**src/rtl/mcc_pkg.sv**
```systemverilog
// Shared constants for the multi-channel counter engine.
// Latency: n/a (constants only).
// Backpressure: n/a.
package mcc_pkg;

  // Per-channel FSM encoding, kept as plain 2-bit constants so existing
  // register-file decode and debug scripts can keep using raw values.
  localparam logic [1:0] ST_IDLE      = 2'd0;
  localparam logic [1:0] ST_IRQ_START = 2'd1;
  localparam logic [1:0] ST_CALC      = 2'd2;
  localparam logic [1:0] ST_IRQ_DONE  = 2'd3;

  // Channel mode, latched at start.
  localparam logic MODE_ONESHOT = 1'b0;
  localparam logic MODE_RELOAD  = 1'b1;

endpackage

```
**src/rtl/multi_channel_counter_ctrl_if.sv**
```systemverilog
// Control/status bundle between the counter register file and the engine.
// Latency: n/a (wires only).
// Backpressure: none; start/ack are the only handshakes, sampled per FSM state.
interface multi_channel_counter_ctrl_if #(
  parameter int NUM_CH = 4,
  parameter int CNT_W  = 32
);
  logic [NUM_CH-1:0]       start;
  logic [NUM_CH-1:0]       ack;
  logic [NUM_CH-1:0]       abort;
  logic [NUM_CH-1:0]       mode;
  logic [NUM_CH*CNT_W-1:0] limit;
  logic [NUM_CH-1:0]       irq_en;
  logic [NUM_CH*CNT_W-1:0] count;
  logic [NUM_CH-1:0]       busy;
  logic [NUM_CH-1:0]       irq_start;
  logic [NUM_CH-1:0]       irq_done;
  logic                    irq;

  // Register-file side: issues requests, observes status.
  modport master (
    output start, ack, abort, mode, limit, irq_en,
    input  count, busy, irq_start, irq_done, irq
  );

  // Counter engine side.
  modport slave (
    input  start, ack, abort, mode, limit, irq_en,
    output count, busy, irq_start, irq_done, irq
  );
endinterface

```
**src/rtl/multi_channel_counter_ctrl_counter_channel.sv**
```systemverilog
// One counter channel: start/ack FSM plus its own counter, limit and mode.
// Latency: IRQ_START one cycle after start; CALC lasts lim_q+1 cycles.
// Backpressure: waits indefinitely in IRQ_START/IRQ_DONE until ack.
module counter_channel
  import mcc_pkg::*;
#(
  parameter int CNT_W = 32
) (
  input  logic             clk,
  input  logic             rst_n,
  input  logic             start_i,
  input  logic             ack_i,
  input  logic             abort_i,
  input  logic             mode_i,
  input  logic [CNT_W-1:0] limit_i,
  output logic [CNT_W-1:0] count_o,
  output logic             busy_o,
  output logic             irq_start_o,
  output logic             irq_done_o
);

  localparam logic [CNT_W-1:0] CNT_ONE = {{(CNT_W-1){1'b0}}, 1'b1};

  logic [1:0]       state_q, state_d;
  logic [CNT_W-1:0] count_q, count_d;
  logic [CNT_W-1:0] lim_q, lim_d;
  logic             mode_q, mode_d;

  // Next-state and datapath: abort dominates, otherwise per-state handshake.
  always_comb begin
    state_d = state_q;
    count_d = count_q;
    lim_d   = lim_q;
    mode_d  = mode_q;
    if (abort_i) begin
      state_d = ST_IDLE;
      count_d = '0;
    end else begin
      case (state_q)
        ST_IDLE: begin
          // Count is left alone here so software can read the final value.
          if (start_i) begin
            state_d = ST_IRQ_START;
            lim_d   = limit_i;
            mode_d  = mode_i;
            count_d = '0;
          end
        end
        ST_IRQ_START: begin
          if (ack_i) state_d = ST_CALC;
        end
        ST_CALC: begin
          // Compare before incrementing so count never passes lim_q,
          // which also makes an all-ones limit safe from wrapping.
          if (count_q == lim_q) state_d = ST_IRQ_DONE;
          else                  count_d = count_q + CNT_ONE;
        end
        ST_IRQ_DONE: begin
          if (ack_i) begin
            if (mode_q == MODE_RELOAD) begin
              // Reload restarts counting directly with the latched limit.
              state_d = ST_CALC;
              count_d = '0;
            end else begin
              state_d = ST_IDLE;
            end
          end
        end
        default: begin
          state_d = ST_IDLE;
        end
      endcase
    end
  end

  // State and datapath registers.
  always_ff @(posedge clk or negedge rst_n) begin
    if (!rst_n) begin
      state_q <= ST_IDLE;
      count_q <= '0;
      lim_q   <= '0;
      mode_q  <= MODE_ONESHOT;
    end else begin
      state_q <= state_d;
      count_q <= count_d;
      lim_q   <= lim_d;
      mode_q  <= mode_d;
    end
  end

  assign count_o     = count_q;
  assign busy_o      = (state_q != ST_IDLE);
  assign irq_start_o = (state_q == ST_IRQ_START);
  assign irq_done_o  = (state_q == ST_IRQ_DONE);

endmodule

```
**src/rtl/multi_channel_counter_ctrl.sv**
```systemverilog
// N independent counter channels with a maskable aggregate interrupt.
// Latency: per channel, see counter_channel; irq is a decode of channel state.
// Backpressure: none between channels; each waits only on its own ack.
module multi_channel_counter_ctrl
  import mcc_pkg::*;
#(
  parameter int NUM_CH = 4,
  parameter int CNT_W  = 32
) (
  input  logic                       clk,
  input  logic                       rst_n,
  multi_channel_counter_ctrl_if.slave bus
);

  logic [NUM_CH*CNT_W-1:0] count_w;
  logic [NUM_CH-1:0]       busy_w;
  logic [NUM_CH-1:0]       irq_start_w;
  logic [NUM_CH-1:0]       irq_done_w;

  for (genvar i = 0; i < NUM_CH; i++) begin : g_ch
    counter_channel #(
      .CNT_W (CNT_W)
    ) u_ch (
      .clk         (clk),
      .rst_n       (rst_n),
      .start_i     (bus.start[i]),
      .ack_i       (bus.ack[i]),
      .abort_i     (bus.abort[i]),
      .mode_i      (bus.mode[i]),
      .limit_i     (bus.limit[i*CNT_W +: CNT_W]),
      .count_o     (count_w[i*CNT_W +: CNT_W]),
      .busy_o      (busy_w[i]),
      .irq_start_o (irq_start_w[i]),
      .irq_done_o  (irq_done_w[i])
    );
  end

  assign bus.count     = count_w;
  assign bus.busy      = busy_w;
  assign bus.irq_start = irq_start_w;
  assign bus.irq_done  = irq_done_w;
  // Aggregate line to the PS; depends only on registered state and the mask.
  assign bus.irq       = |((irq_start_w | irq_done_w) & bus.irq_en);

endmodule

```
**src/flat_wrapper.sv**
```systemverilog
// flat-port wrapper written by rule: the top's interface ports become plain ports
module multi_channel_counter_ctrl_flat import mcc_pkg::*;
#(
  parameter int NUM_CH = 4,
  parameter int CNT_W  = 32
)
  (clk, rst_n, bus_start, bus_ack, bus_abort, bus_mode, bus_limit, bus_irq_en, bus_count, bus_busy, bus_irq_start, bus_irq_done, bus_irq);
  multi_channel_counter_ctrl_if #(.NUM_CH(NUM_CH), .CNT_W(CNT_W)) bus_i ();
  input  logic clk;
  input  logic rst_n;
  input wire logic [$bits(bus_i.start)-1:0] bus_start;
  input wire logic [$bits(bus_i.ack)-1:0] bus_ack;
  input wire logic [$bits(bus_i.abort)-1:0] bus_abort;
  input wire logic [$bits(bus_i.mode)-1:0] bus_mode;
  input wire logic [$bits(bus_i.limit)-1:0] bus_limit;
  input wire logic [$bits(bus_i.irq_en)-1:0] bus_irq_en;
  output wire logic [$bits(bus_i.count)-1:0] bus_count;
  output wire logic [$bits(bus_i.busy)-1:0] bus_busy;
  output wire logic [$bits(bus_i.irq_start)-1:0] bus_irq_start;
  output wire logic [$bits(bus_i.irq_done)-1:0] bus_irq_done;
  output wire logic [$bits(bus_i.irq)-1:0] bus_irq;
  assign bus_i.start = bus_start;
  assign bus_i.ack = bus_ack;
  assign bus_i.abort = bus_abort;
  assign bus_i.mode = bus_mode;
  assign bus_i.limit = bus_limit;
  assign bus_i.irq_en = bus_irq_en;
  assign bus_count = bus_i.count;
  assign bus_busy = bus_i.busy;
  assign bus_irq_start = bus_i.irq_start;
  assign bus_irq_done = bus_i.irq_done;
  assign bus_irq = bus_i.irq;
  multi_channel_counter_ctrl #(.NUM_CH(NUM_CH), .CNT_W(CNT_W)) u_core (.clk(clk), .rst_n(rst_n), .bus(bus_i));
endmodule
```
**config.mk**
```make
export PLATFORM = sky130hd
export DESIGN_NAME = multi_channel_counter_ctrl_flat
export DESIGN_NICKNAME = d
export VERILOG_FILES = /design/src/rtl/mcc_pkg.sv /design/src/rtl/multi_channel_counter_ctrl_if.sv /design/src/rtl/multi_channel_counter_ctrl_counter_channel.sv /design/src/rtl/multi_channel_counter_ctrl.sv /design/src/flat_wrapper.sv
export SDC_FILE = /design/constraint.sdc
export NUM_CORES = 1
export LEC_CHECK = 0
export CORE_MARGIN = 2
export CORE_UTILIZATION = 50
export DETAILED_ROUTE_END_ITERATION = 16
export PLACE_DENSITY_LB_ADDON = 0.2
export SETUP_SLACK_MARGIN = 0.5
export SLEW_MARGIN = 20
export SYNTH_ARGS = -nofsm -noshare
export SYNTH_HDL_FRONTEND = slang
export SYNTH_SLANG_ARGS = --single-unit
```
**constraint.sdc**
```tcl
create_clock -name clk -period 4.52 [get_ports clk]
set_input_delay 1.356 -clock clk [delete_from_list [all_inputs] [get_ports clk]]
set_output_delay 1.356 -clock clk [all_outputs]
set_load 0.02 [all_outputs]
```
==> results of run 1 <==
## flip-flops by register name (all words and copies together) (netlist names)
signal and count:
u_core.g_ch.u_ch.state_q 8, u_core.g_ch.u_ch.lim_q 128, u_core.g_ch.u_ch.mode_q 4, u_core.g_ch.u_ch.count_o 128
## power groups by stage
| stage | logic, µW | clock network (µW) | registers (µW) |
|---|---|---|---|
| floorplan | 670 | 0 | 2890 |
| global placement | 982 | 0 | 2960 |
| detailed placement | 1010 | 0 | 2980 |
| CTS | 1020 | 2490 | 2940 |
| global route | 1100 | 2590 | 2970 |
| finish | 1010 | 2440 | 2940 |
## per-layer routing
| layer | GRT usage | vias to the layer above |
|---|---|---|
| li1 | - | 5587 |
| met4 | 0.0794 | 4 |
| met5 | 0 | - |
| met2 | 0.431 | 476 |
| met3 | 0.0546 | 73 |
| met1 | 0.361 | 5930 |
## worst max-delay path: cells and delay by family
| family | cells | cell delay (ns) |
|---|---|---|
| AOI/OAI and AO/OA | 1 | 0.27 |
| buffers and inverters | 2 | 0.73 |
| and+or+nand+nor | 1 | 0.09 |
## cells in the final DEF, fill, tap and decap left out, types with 46 or more instances in the layout
cell and count:
a21oi_1 58, xnor2_1 65, nand2_1 77, nand4_1 50, dfrtp_1 268, nand3_1 57
clkdlybuf4s50_1 288, xor2_1 64, a31oi_1 46, mux2_2 132
## kinds of logic (layout without fill, tap and decap cells)
kind of cell    count (synthesis)  in the layout  synth area share
simple gates                  399            399             0.152
other cells                     0              3                 0
mux                           139            139             0.109
compound gates                300            300             0.147
buf+inv                       130            404            0.0413
xor+xnor                      129            129            0.0789
flops                         268            268             0.468
fa+ha+maj                       4              4           0.00350
## synth_stat cells, drive strengths merged, types with 3 or more instances
master,instances,area share
nand4,51,0.023
nand2,77,0.020
mux2i,6,0.0042
or3,8,0.0035
and4,10,0.0061
buf,43,0.019
nor2b,15,0.0066
and2,14,0.0061
o22ai,5,0.0022
or2,7,0.0031
a211o,10,0.0061
a31o,4,0.0024
mux2,133,0.10
a21oi,59,0.021
a31oi,47,0.021
and3,39,0.017
ha,4,0.0035
a41oi,13,0.0080
a22o,7,0.0043
dfrtp,268,0.47
nor2,44,0.012
inv,36,0.0094
a22oi,4,0.0021
and4b,3,0.0021
o21a,11,0.0058
nor4,27,0.014
a21boi,3,0.0016
o41ai,3,0.0018
a211oi,6,0.0031
nor3,32,0.011
o21ai,24,0.0084
xor2,64,0.039
nand2b,8,0.0035
clkbuf,51,0.013
o221ai,3,0.0018
o311ai,24,0.015
o31ai,38,0.021
a21o,12,0.0063
xnor2,65,0.040
nand3,57,0.020
o211ai,17,0.0089
## cell type report
class | instances | share of cell area
antenna | 3 | 0.000406
clock buffer | 45 | 0.0475
clock inverter | 11 | 0.00582
inverter | 36 | 0.00731
multi-input combinational | 971 | 0.382
sequential | 268 | 0.363
tap | 378 | 0.0256
timing repair buffer | 312 | 0.168
## path summary, 6_finish.rpt
check	start	to	slack [ns]	depth (start not counted)
max	bus_irq_en[0]	bus_irq	0.71	4
min	u_core.g_ch[2].u_ch.lim_q[11]$_DFFE_PN0P_	u_core.g_ch[2].u_ch.lim_q[11]$_DFFE_PN0P_	0.53	1
max reg2reg	u_core.g_ch[1].u_ch.count_o[2]$_DFFE_PN0P_	u_core.g_ch[1].u_ch.count_o[11]$_DFFE_PN0P_	1.38	6
min reg2reg	u_core.g_ch[2].u_ch.lim_q[11]$_DFFE_PN0P_	u_core.g_ch[2].u_ch.lim_q[11]$_DFFE_PN0P_	0.53	1
max in group asynchronous	rst_n	u_core.g_ch[2].u_ch.count_o[14]$_DFFE_PN0P_	2.76	2
min in group asynchronous	rst_n	u_core.g_ch[1].u_ch.lim_q[15]$_DFFE_PN0P_	0.87	1
## through the flow
stage | utilization | hold slack, ns | std cells
2_1_floorplan | - | 0.497 | 1369
3_3_place_gp | 0.624 | 0.511 | 1965
3_5_place_dp | 0.624 | 0.516 | 1965
4_1_cts | 0.659 | 0.530 | 2021
5_1_grt | 0.660 | 0.542 | 2024
6_report | 0.660 | 0.528 | 2024
==> run metrics, run 1 <==
Hold Buf Count CTS=0; Max Used Layer=met5; Post-synth EDFFs=0; P&R area growth vs syn=29.1%; total core area=28000 µm²; IO Count=291; First-pass DRT Iterations=5; Cells after Synth=1369; wl on met1=17000 µm; Net Sw Power=1670 µW; max-cap violations=0; initial DRC count=840; final worst path period share=0.842; post-layout min period=between 3 and 4 ns; postcts setup bufs=0; DIE WIDTH=173 µm; CP Launch Type=input port; logic gate share of total power=0.158; Total Wirelength=slightly above 40000 µm; num rows=61; Die Y=roughly 170 µm; crit-path cells=clkdlybuf4s50_1 -> a22oi_2 -> nand2_1 -> dlygate4sd2_1; Total GRT Usage=0.266; H-tree depth=1; ys async rst share=1.00; clock share of power=0.382; worst vdd ir=0.000264 V; Place WS=approximately 0.36 ns; Fin. Hold Viols=0; slowest CP cell=clkdlybuf4s50_1; status=complete, no violations; Nets=1773; max incr delay on CP=0.41 ns; DRC=0; clk buf depth=3; pin count of the biggest net entering global routing=between 100 and 150; Worst Max-Slew Pin Slew=around 0.84 ns; total grt overflow=0; Slew headroom=0.438; Worst Path Class, Setup=input port to output pin; Design Power=6390 µW; met2 routed WL=between 15000 and 20000 µm; predominant post-synthesis flop cell=dfrtp_1; area of the multi-input gates=approximately 7000 µm²; Cell Area, Placed=17500 µm²; clock skew=0.0126 ns; Critical Path RT=around 3.2 ns; Distinct cells, synth=65; top fanout value on the critical path=1; Avg Vias per Cell=5.96; Seq/Total Area, Yosys=0.468; routed vias=around 12000; Synth warnings=0; post_cts resized=2; antenna violations before repair=5; Leakage=between 0.007 and 0.008 µW; Sequential Power Share=0.460; WL met3=2880 µm; fillcell total=2246; RSZ-0062 raised after global routing=false; worst hold-check path type=flop to flop; final worst slack=0.713 ns; Setup TNS=0 ns; Worst setup EP type=output pin; layout cells sized above 1=0.141; Initial Utilization=0.511; data arrival time of the critical path=2.45 ns; Final Wtd Congestion=0.886; mapped cell area=14300 µm²; clock root buffer=clkbuf_16; fin area=between 15000 and 20000 µm²; internal power=4710 µW; sequential cell area=6710 µm²; Pwr per Cell Area=346 nW/µm²; Max Transition Viols Final=0; Syn Area/Cell=10.5 µm²; latest clock arrival within the worst-skew pair=0.55 ns; Final setup viols=0; Max Freq=around 260 MHz; Buffers on Ports=slightly below 300; Synthesized Nets=1523; Switching Fraction=0.262; clk sinks=268; CTS tree=yes; Final ANT Viol Nets=0; first-pass GRT wire length=65200 µm; dpl hpwl=28900 µm; wire per inst=between 20 and 25 µm; Clock transition at path regs=0.06 ns; flops & latches, synth=268; vias in the first global route=11900; die area=30000 µm²; CTS buffer count=30
Note: power is estimated with default switching activity, not from simulation.
==> run 2, diff against run 1 <==
clock period = 3.7 ns   (was 4.52 ns; I/O delays follow)
==> run 2 against run 1 <==
  * Via count is 0.31% lower
  * Non-clock buffer count increased by 8
  * Die area unchanged
  * Global-route usage shrank 0.37 points
  * Cell count grew 0.35%
  * Clock skew is 0.0022 ns lower
  * Critical endpoint unchanged
  * Largest power group unchanged
==> run metrics, run 2 (synthesis results as in run 1) <==
top fanout value on the critical path=1 (unchanged); CTS buffer count=30 (unchanged); Total GRT Usage=0.262 (-0.00372); clock root buffer=clkbuf_16; Max Freq=~320 MHz; max-cap violations=0 (unchanged); Pwr per Cell Area=435 nW/µm² (+26%); antenna violations before repair=4 (-1); Worst setup EP type=output pin; Max Transition Viols Final=0 (unchanged); CP Capture Point=bus_irq; CTS tree=yes; most common library cell in the layout ignoring fill and taps=clkdlybuf4s50_1; initial DRC count=950 (+13%); First-pass DRT Iterations=7 (+2); Design Power=8120 µW (+27%); RSZ-0062 raised after global routing=false; latest clock arrival within the worst-skew pair=0.55 ns (about the same); R2R cell count=6 (unchanged); commonest non-fill, non-tap cells in the layout=clkdlybuf4s50_1, dfrtp_1, mux2_2; Clock transition at path regs=0.06 ns (about the same); Final setup viols=0 (unchanged); Avg Vias per Cell=5.92 (-0.66%); flop2flop setup slack=0.81 ns (-0.57 ns); Worst Max-Slew Pin Slew=0.718 ns (-0.124 ns); total core area=28000 µm² (unchanged); data arrival time of the critical path=1.99 ns (-0.46 ns); Critical Path RT=2.59 ns (-0.57 ns); DRC=0 (unchanged); Worst Path Class, Setup=input port to output pin; Setup TNS=0 ns (unchanged); fin area=18700 µm² (+1.0%); status=complete, no violations; dpl hpwl=28600 µm (-1.1%); reg2reg end=u_core.g_ch[1].u_ch.count_o[11]$_DFFE_PN0P_; final worst path period share=0.838; Initial Utilization=0.511 (unchanged); Cell Area, Placed=17600 µm² (+0.42%); clock skew=0.0105 ns (-0.00215 ns); num rows=61 (unchanged); Nets=1781 (+0.45%); pin count of the biggest net entering global routing=79 (-26%); clk buf depth=3 (unchanged); Final ANT Viol Nets=0 (unchanged); post-layout min period=around 3.1 ns; first-pass GRT wire length=64300 µm (-1.4%); die area=30000 µm² (unchanged); Total Wirelength=39900 µm (-1.3%); Fin. Hold Viols=0 (unchanged); total grt overflow=0 (unchanged); reg2reg start=u_core.g_ch[1].u_ch.count_o[17]$_DFFE_PN0P_; worst hold-check path type=flop to flop; Leakage=0.00760 µW (+1.3%); clk sinks=268 (unchanged); P&R area growth vs syn=30.4%; Crit. Startpoint=bus_irq_en[0]; IO Count=291 (unchanged); CP Launch Type=input port; H-tree depth=1 (unchanged); worst vdd ir=0.000332 V (+26%); routed vias=12000 (-0.31%); Slew headroom=0.517 (+0.0783); Final Wtd Congestion=0.862 (-2.7%); vias in the first global route=11600 (-2.5%); Die Y=173 µm (unchanged); DIE WIDTH=173 µm (unchanged); layout cells sized above 1=0.150 (+0.00910); Buffers on Ports=290 (unchanged); wire per inst=19.7 µm (-1.7%)
-- run 2: repair_timing --
action	in CTS	in global routing
setup buffers	0	0
hold buffers	0	0
pin swaps	1	0
endpoints found under the setup margin	1	3
gates resized for setup	5	1
-- run 2: worst min-delay path by stage --
stage                                                end                                       from  slack [ns]  cells past startpoint
4_1_cts           u_core.g_ch[3].u_ch.mode_q$_DFFE_PN0P_     u_core.g_ch[3].u_ch.mode_q$_DFFE_PN0P_        0.53                      1
2_1_floorplan     u_core.g_ch[2].u_ch.mode_q$_DFFE_PN0P_     u_core.g_ch[2].u_ch.mode_q$_DFFE_PN0P_        0.50                      1
3_5_place_dp    u_core.g_ch[1].u_ch.lim_q[4]$_DFFE_PN0P_   u_core.g_ch[1].u_ch.lim_q[4]$_DFFE_PN0P_        0.52                      1
3_3_place_gp    u_core.g_ch[1].u_ch.lim_q[8]$_DFFE_PN0P_   u_core.g_ch[1].u_ch.lim_q[8]$_DFFE_PN0P_        0.51                      1
5_1_grt        u_core.g_ch[2].u_ch.lim_q[29]$_DFFE_PN0P_  u_core.g_ch[2].u_ch.lim_q[29]$_DFFE_PN0P_        0.54                      1
6_report        u_core.g_ch[1].u_ch.lim_q[7]$_DFFE_PN0P_   u_core.g_ch[1].u_ch.lim_q[7]$_DFFE_PN0P_        0.53                      1
-- run 2: final cells by class --
type	instances	area, µm²
clock inverter	20	287
antenna	3	7.51
inverter	36	135
multi-input combinational	971	7060
timing repair buffer	320	3180
clock buffer	35	821
tap	378	473
sequential	268	6710
fill	2217	9340
-- run 2: power breakdown --
group	switching (µW)	leakage [µW]	internal, µW	total [µW]
sequential	291	0.00345	3290	3580
clock	1240	0.000543	2070	3300
combinational	526	0.00361	703	1230
-- run 2: per-stage QoR --
stage / cells / util / worst slack, ns / hold slack, ns
after floorplan: 1369 / - / 1.16 / 0.497
after global placement: 1973 / 0.627 / 0.0700 / 0.511
after detailed placement: 1973 / 0.627 / 0.0404 / 0.516
after CTS: 2028 / 0.666 / 0.542 / 0.530
after global routing: 2030 / 0.666 / 0.505 / 0.541
final: 2031 / 0.667 / 0.598 / 0.526
-- run 2: critical path, cell delays in order --
cell and delay (ns):
clkdlybuf4s50_1 0.42, a22oi_2 0.23, nand2_1 0.08, buf_2 0.16
-- run 2: per-layer routing --
layer,vias to the layer above,global-route usage,share of wire
li1,5620,-,-
met1,5899,0.360,0.42
met2,448,0.422,0.47
met3,63,0.0572,0.074
met4,2,0.0699,0.028
met5,-,0,0.00033
